File: config.mk
export PLATFORM = sky130hd
export DESIGN_NAME = decode_ctl
export DESIGN_NICKNAME = d
export VERILOG_FILES = /design/src/rtl/decode_ctl.sv
export SDC_FILE = /design/constraint.sdc
export NUM_CORES = 1
export LEC_CHECK = 0
export CAP_MARGIN = 20
export CELL_PAD_IN_SITES_DETAIL_PLACEMENT = 1
export CELL_PAD_IN_SITES_GLOBAL_PLACEMENT = 1
export CORE_AREA = 2 2 69 71
export CTS_BUF_LIST = sky130_fd_sc_hd__clkbuf_2
export CTS_CLUSTER_DIAMETER = 40
export DETAILED_ROUTE_END_ITERATION = 12
export DIE_AREA = 0 0 71 73
export PLACE_DENSITY_LB_ADDON = 0.1
export SYNTH_ARGS = -nofsm -noshare
export SYNTH_HDL_FRONTEND = slang
export SYNTH_SLANG_ARGS = --single-unit
File: constraint.sdc
create_clock -name clk -period 5.2 [get_ports clk]
set_input_delay 1.04 -clock clk [delete_from_list [all_inputs] [get_ports clk]]
set_output_delay 1.04 -clock clk [all_outputs]
set_load 0.02 [all_outputs]
File: src/rtl/decode_ctl.sv
// decode_ctl: registered MIPS instruction decoder with valid/ready handshakes and a HI/LO interlock.
// Define DECODE_ALU_EXT_EN to give SLT/SLTI, SLTU/SLTIU and LUI dedicated ALU codes.
module decode_ctl #(
    parameter int MULDIV_LAT = 32,
    localparam int CNT_W = $clog2(MULDIV_LAT + 1)
) (
    input  logic        clk,
    input  logic        rst,
    input  logic        instr_valid_i,
    input  logic [31:0] instr_i,
    output logic        instr_ready_o,
    input  logic        flush_i,
    output logic        ctl_valid_o,
    input  logic        ctl_ready_i,
    output logic        reg_dst_ctl_o,
    output logic        jump_ctl_o,
    output logic        branch_ctl_o,
    output logic        mem_read_ctl_o,
    output logic        mem_to_reg_ctl_o,
    output logic [3:0]  alu_op_ctl_o,
    output logic        mem_wr_ctl_o,
    output logic        alu_src_ctl_o,
    output logic        reg_wr_ctl_o,
    output logic        link_ctl_o,
    output logic        illegal_ctl_o,
    output logic        muldiv_start_o,
    output logic        hilo_busy_o
);

    typedef struct packed {
        logic       reg_dst;
        logic       jump;
        logic       branch;
        logic       mem_read;
        logic       mem_to_reg;
        logic [3:0] alu_op;
        logic       mem_wr;
        logic       alu_src;
        logic       reg_wr;
        logic       link;
        logic       illegal;
    } ctl_t;

    localparam logic [3:0] ALU_ADD = 4'b0000;
    localparam logic [3:0] ALU_SUB = 4'b0001;
    localparam logic [3:0] ALU_SLL = 4'b0010;
    localparam logic [3:0] ALU_SRL = 4'b0011;
    localparam logic [3:0] ALU_SRA = 4'b0100;
    localparam logic [3:0] ALU_OR  = 4'b0101;
    localparam logic [3:0] ALU_AND = 4'b0110;
    localparam logic [3:0] ALU_NOR = 4'b0111;
    localparam logic [3:0] ALU_XOR = 4'b1000;
`ifdef DECODE_ALU_EXT_EN
    localparam logic [3:0] ALU_SLT  = 4'b1001;
    localparam logic [3:0] ALU_SLTU = 4'b1010;
    localparam logic [3:0] ALU_LUI  = 4'b1011;
`else
    localparam logic [3:0] ALU_SLT  = ALU_SUB;
    localparam logic [3:0] ALU_SLTU = ALU_SUB;
    localparam logic [3:0] ALU_LUI  = ALU_ADD;
`endif

    // Busy cycles still to come after the current one; a dependent op is let through once it hits zero.
    localparam logic [CNT_W-1:0] BUSY_LOAD = CNT_W'(MULDIV_LAT - 1);

    logic [5:0] op;
    logic [4:0] rt;
    logic [5:0] funct;
    logic       unused_fields;
    ctl_t       dec;
    ctl_t       ctl_q;
    logic       dec_hilo;
    logic       dec_muldiv;
    logic       hazard;
    logic       accept;
    logic [CNT_W-1:0] busy_cnt;

    assign op            = instr_i[31:26];
    assign rt            = instr_i[20:16];
    assign funct         = instr_i[5:0];
    assign unused_fields = ^{instr_i[25:21], instr_i[15:6]};

    function automatic ctl_t r_alu(input logic [3:0] alu);
        ctl_t c;
        c         = '0;
        c.reg_dst = 1'b1;
        c.reg_wr  = 1'b1;
        c.alu_op  = alu;
        return c;
    endfunction

    function automatic ctl_t i_alu(input logic [3:0] alu);
        ctl_t c;
        c         = '0;
        c.alu_src = 1'b1;
        c.reg_wr  = 1'b1;
        c.alu_op  = alu;
        return c;
    endfunction

    function automatic ctl_t branch_c(input logic link);
        ctl_t c;
        c        = '0;
        c.branch = 1'b1;
        c.alu_op = ALU_SUB;
        c.reg_wr = link;
        c.link   = link;
        return c;
    endfunction

    always_comb begin
        dec        = '0;
        dec_hilo   = 1'b0;
        dec_muldiv = 1'b0;
        case (op)
            6'b000000: begin
                case (funct)
                    6'b000000, 6'b000100: dec = r_alu(ALU_SLL);
                    6'b000010, 6'b000110: dec = r_alu(ALU_SRL);
                    6'b000011, 6'b000111: dec = r_alu(ALU_SRA);
                    6'b100000, 6'b100001: dec = r_alu(ALU_ADD);
                    6'b100010, 6'b100011: dec = r_alu(ALU_SUB);
                    6'b100100:            dec = r_alu(ALU_AND);
                    6'b100101:            dec = r_alu(ALU_OR);
                    6'b100110:            dec = r_alu(ALU_XOR);
                    6'b100111:            dec = r_alu(ALU_NOR);
                    6'b101010:            dec = r_alu(ALU_SLT);
                    6'b101011:            dec = r_alu(ALU_SLTU);
                    6'b010000, 6'b010010: begin
                        dec      = r_alu(ALU_ADD);
                        dec_hilo = 1'b1;
                    end
                    6'b010001, 6'b010011: dec_hilo = 1'b1;
                    6'b011000, 6'b011001, 6'b011010, 6'b011011: begin
                        dec_hilo   = 1'b1;
                        dec_muldiv = 1'b1;
                    end
                    6'b001000: dec.jump = 1'b1;
                    6'b001001: begin
                        dec      = r_alu(ALU_ADD);
                        dec.jump = 1'b1;
                        dec.link = 1'b1;
                    end
                    6'b001100: dec = '0;
                    default:   dec.illegal = 1'b1;
                endcase
            end
            6'b000001: begin
                case (rt)
                    5'b00000, 5'b00001: dec = branch_c(1'b0);
                    5'b10000, 5'b10001: dec = branch_c(1'b1);
                    default:            dec.illegal = 1'b1;
                endcase
            end
            6'b000010: dec.jump = 1'b1;
            6'b000011: begin
                dec.jump   = 1'b1;
                dec.reg_wr = 1'b1;
                dec.link   = 1'b1;
            end
            6'b000100, 6'b000101, 6'b000110, 6'b000111: dec = branch_c(1'b0);
            6'b001000, 6'b001001: dec = i_alu(ALU_ADD);
            6'b001010:            dec = i_alu(ALU_SLT);
            6'b001011:            dec = i_alu(ALU_SLTU);
            6'b001100:            dec = i_alu(ALU_AND);
            6'b001101:            dec = i_alu(ALU_OR);
            6'b001110:            dec = i_alu(ALU_XOR);
            6'b001111:            dec = i_alu(ALU_LUI);
            6'b100000, 6'b100001, 6'b100011, 6'b100100, 6'b100101: begin
                dec            = i_alu(ALU_ADD);
                dec.mem_read   = 1'b1;
                dec.mem_to_reg = 1'b1;
            end
            6'b101000, 6'b101001, 6'b101011: begin
                dec.alu_src = 1'b1;
                dec.mem_wr  = 1'b1;
            end
            default: dec.illegal = 1'b1;
        endcase
    end

    assign hilo_busy_o   = (busy_cnt != '0);
    assign hazard        = hilo_busy_o && dec_hilo;
    assign instr_ready_o = !flush_i && !hazard && (!ctl_valid_o || ctl_ready_i);
    assign accept        = instr_valid_i && instr_ready_o;

    // Flush wins over consume; the bundle itself only changes on an accept so it holds while stalled.
    always_ff @(posedge clk) begin
        if (rst) begin
            ctl_valid_o    <= 1'b0;
            ctl_q          <= '0;
            muldiv_start_o <= 1'b0;
            busy_cnt       <= '0;
        end else begin
            muldiv_start_o <= accept && dec_muldiv;
            if (accept && dec_muldiv) begin
                busy_cnt <= BUSY_LOAD;
            end else if (busy_cnt != '0) begin
                busy_cnt <= busy_cnt - 1'b1;
            end
            if (flush_i) begin
                ctl_valid_o <= 1'b0;
            end else if (accept) begin
                ctl_valid_o <= 1'b1;
            end else if (ctl_ready_i) begin
                ctl_valid_o <= 1'b0;
            end
            if (accept) begin
                ctl_q <= dec;
            end
        end
    end

    assign reg_dst_ctl_o    = ctl_q.reg_dst;
    assign jump_ctl_o       = ctl_q.jump;
    assign branch_ctl_o     = ctl_q.branch;
    assign mem_read_ctl_o   = ctl_q.mem_read;
    assign mem_to_reg_ctl_o = ctl_q.mem_to_reg;
    assign alu_op_ctl_o     = ctl_q.alu_op;
    assign mem_wr_ctl_o     = ctl_q.mem_wr;
    assign alu_src_ctl_o    = ctl_q.alu_src;
    assign reg_wr_ctl_o     = ctl_q.reg_wr;
    assign link_ctl_o       = ctl_q.link;
    assign illegal_ctl_o    = ctl_q.illegal;

endmodule

==> results.ini <==
[outcome]
status = finished, final reports clean

[synthesis]
synth_flop_cell = dfxtp_1
synthArstFlopShare_pct = 0
syn-num-nets = 238
synth_edf_count = 0
seq_area_frac_synth_pct = 28.7
synthTopCellsByArea = dfxtp_1 29%, a21oi_1 7.9%, nand2_1 5.6%
yosys_warnings = 0
ys_ff_latch = 21
synthCells = 200
synth_area_leader_cell = dfxtp_1
syn_area_mm2 = 0.00146
synth_top_area_share_pct = 28.7
avgSynthCellArea_um2 = 7.31
ys_types = 47

[timing]
worst_slew_pin_slew_ns = 0.990
skew_ns = 0.00552
slew_headroom_pct = 33.6
fin_tns_setup_ns = 0
setup_violations = 0
fin_crit_sh_pct = 82.0
finalHoldViolations = 0
fmax_ghz = 0.235
maxSlewViolCount = 0
layout_min_cycle_time_ns = 4.26
rsz0062_at_grt = false
holdWs_ns = 0.473

[final_layout]
syn_to_final_growth_pct = 26.3
drive_gt1_share_pct = 5.36
antenna_cells = 0
ff_latch_area_um2 = 420
fill_cells = 547
nets = 263
multiInputGateArea_um2 = 926

[clock_tree]
post_cts_buffers = 0
clock_latency_ns = 0.33
clkTransAtPathRegs_ns = 0.19
h-tree-depth = 1
cts_sinks = 21
cts.path.max_buffers = 2
cts_hold_buf = 0
cts_root_buffer = clkbuf_2
cts_made_buffers = 3
tritoncts = yes
post_cts_resized = 0

[detailed_routing]
wirelength_mm = 4.47
drtAntennaViolNets = 0
vias_per_cell = 5.65
drt_first_pass_iters = 4
via_count = 1572
routedWlPerCell_um = 16.1
drc = 0
drt-initial-drc-count = 92

[die]
io_pins = 55
die_h_um = 73
core_region_area_mm2 = 0.00454
dieWidth_um = 71
die_area_mm2 = 0.00518
start_util_pct = 32.2
rows = 25

[worst_setup_path]
rrSetupSlack_ns = 2.90
arrival_ns = 3.22
cp-start-kind = input port
r2r_end = alu_src_ctl_o
r2r-start = busy_cnt[0]
cp_max_fo = 15
rr_worst_depth = 7
crit_required_ns = 4.16
critical_path.endpoint_type = primary output
path_class = input port to primary output

[grt]
first_global_vias = 1578
grt_start_max_net_pins = 23
antenna_found_initial = 0
grt_use_total_pct = 18.1
grt_pass1_wl_mm = 7.46
grt_remaining_overflow = 0

[run]
max_cap_violations = 0

[place]
gp_congestion = 0.800
dp_hpwl_mm = 3.47
numPortBuffers = 38

[worst_hold_path]
whs_path_depth = 2
min_to = alu_src_ctl_o
worstHoldStart = alu_src_ctl_o
hp-class = register to register

[power_and_ir_drop]
powerDensity_mw_per_mm2 = 266
ir_drop_mv = 0.114
power_leakage_nw = 0.629

## sequential cells by signal, indices dropped and copies added, names as in the netlist
register and flops:
busy_cnt 6, alu_op_ctl_o 4, alu_src_ctl_o 1, branch_ctl_o 1, ctl_valid_o 1, illegal_ctl_o 1
jump_ctl_o 1, link_ctl_o 1, mem_read_ctl_o 1, mem_wr_ctl_o 1, muldiv_start_o 1, reg_dst_ctl_o 1
reg_wr_ctl_o 1
## worst max-delay path, cell delays in order
cell and delay (ns):
clkdlybuf4s50_1 0.71, nor4_4 0.47, nand4_1 0.23, nor2_1 0.14
nor3_1 0.07, clkdlybuf4s50_1 0.55
## per-stage QoR
| stage | total power, W | worst slack (ns) | instances | instance area [um2] | util (%) |
|---|---|---|---|---|---|
| final | 0.000491 | 0.937 | 278 | 1850 | 40.7 |
| after global routing | 0.000537 | 0.803 | 278 | 1850 | 40.7 |
| after CTS | 0.000496 | 0.928 | 278 | 1850 | 40.7 |
| after detailed placement | 0.000426 | 0.928 | 274 | 1830 | 40.3 |
| after global placement | 0.000411 | 0.972 | 274 | 1830 | 40.3 |
| after floorplan | 0.000357 | 2.23 | 200 | 1460 | - |
## where the power goes
group          internal, W  leakage [nW]  switching, W  total [W]
registers         0.000182         0.171     0.0000188   0.000201
logic            0.0000956         0.441      0.000125   0.000221
clock network    0.0000204        0.0166     0.0000496  0.0000700
total             0.000298         0.629      0.000193   0.000491
## synth_stat cells, types with 3 or more instances
cell / number
nand2b_1: 3
clkbuf_1: 10
nand4_1: 3
or3_1: 3
nor3_1: 8
o21ai_0: 8
nor4_1: 4
nand2_1: 22
inv_1: 8
nor2b_1: 8
a31oi_1: 4
a21oi_1: 23
nand3_1: 6
nand3b_1: 3
buf_2: 6
nor2_1: 16
dfxtp_1: 21
a211oi_1: 4
## how the worst max path moves through the flow
stage                           start             to  slack [ns]  cells past startpoint
after floorplan            instr_i[5]  instr_ready_o        2.23                      5
after global placement    instr_i[31]  instr_ready_o        0.97                      6
after detailed placement  instr_i[31]  instr_ready_o        0.93                      6
after CTS                 instr_i[31]  instr_ready_o        0.93                      6
after global routing      instr_i[31]  instr_ready_o        0.80                      6
final                     instr_i[31]  instr_ready_o        0.94                      6
## cell families (layout without fill, tap and decap cells)
group / after synthesis / in the layout / share of synthesized area [%]
AND/OR/NAND/NOR: 89 / 89 / 35.2
AO/OA/AOI/OAI: 58 / 58 / 24.6
buffers and inverters: 27 / 51 / 7.96
flip-flops: 21 / 21 / 28.7
adder cells (fa/ha/maj): 2 / 2 / 1.54
XOR/XNOR: 2 / 2 / 1.20
multiplexers: 1 / 1 / 0.684
## cell usage in the layout, fill, tap and decap left out, types with 3 or more instances in the layout
cell and count:
clkbuf_2 4, clkdlybuf4s50_1 38, a21oi_1 23, or3_1 3, dfxtp_1 21, nor2_1 16
o21ai_0 8, nand3b_1 3, nand4_1 3, nor4_1 4, nand2_1 22, a31oi_1 4
a211oi_1 4, nor2b_1 8, nand3_1 6, nor3_1 8, nand2b_1 3, inv_1 8
## final cells by class
cell class	count	share of cell area, %
clock buffers	4	1.08
multi-input cells	152	50.1
well taps	54	3.66
repair buffers	38	20.6
flip-flops and latches	21	22.7
inverters	9	1.83
## routing by layer
metal,track usage [%],vias to the layer above,routed length [um]
li1,-,776,-
met1,23.2,749,2100
met2,31.9,42,2120
met3,2.07,5,196
met4,5.66,0,55
met5,0,-,0
(Power assumes the default switching activity.)
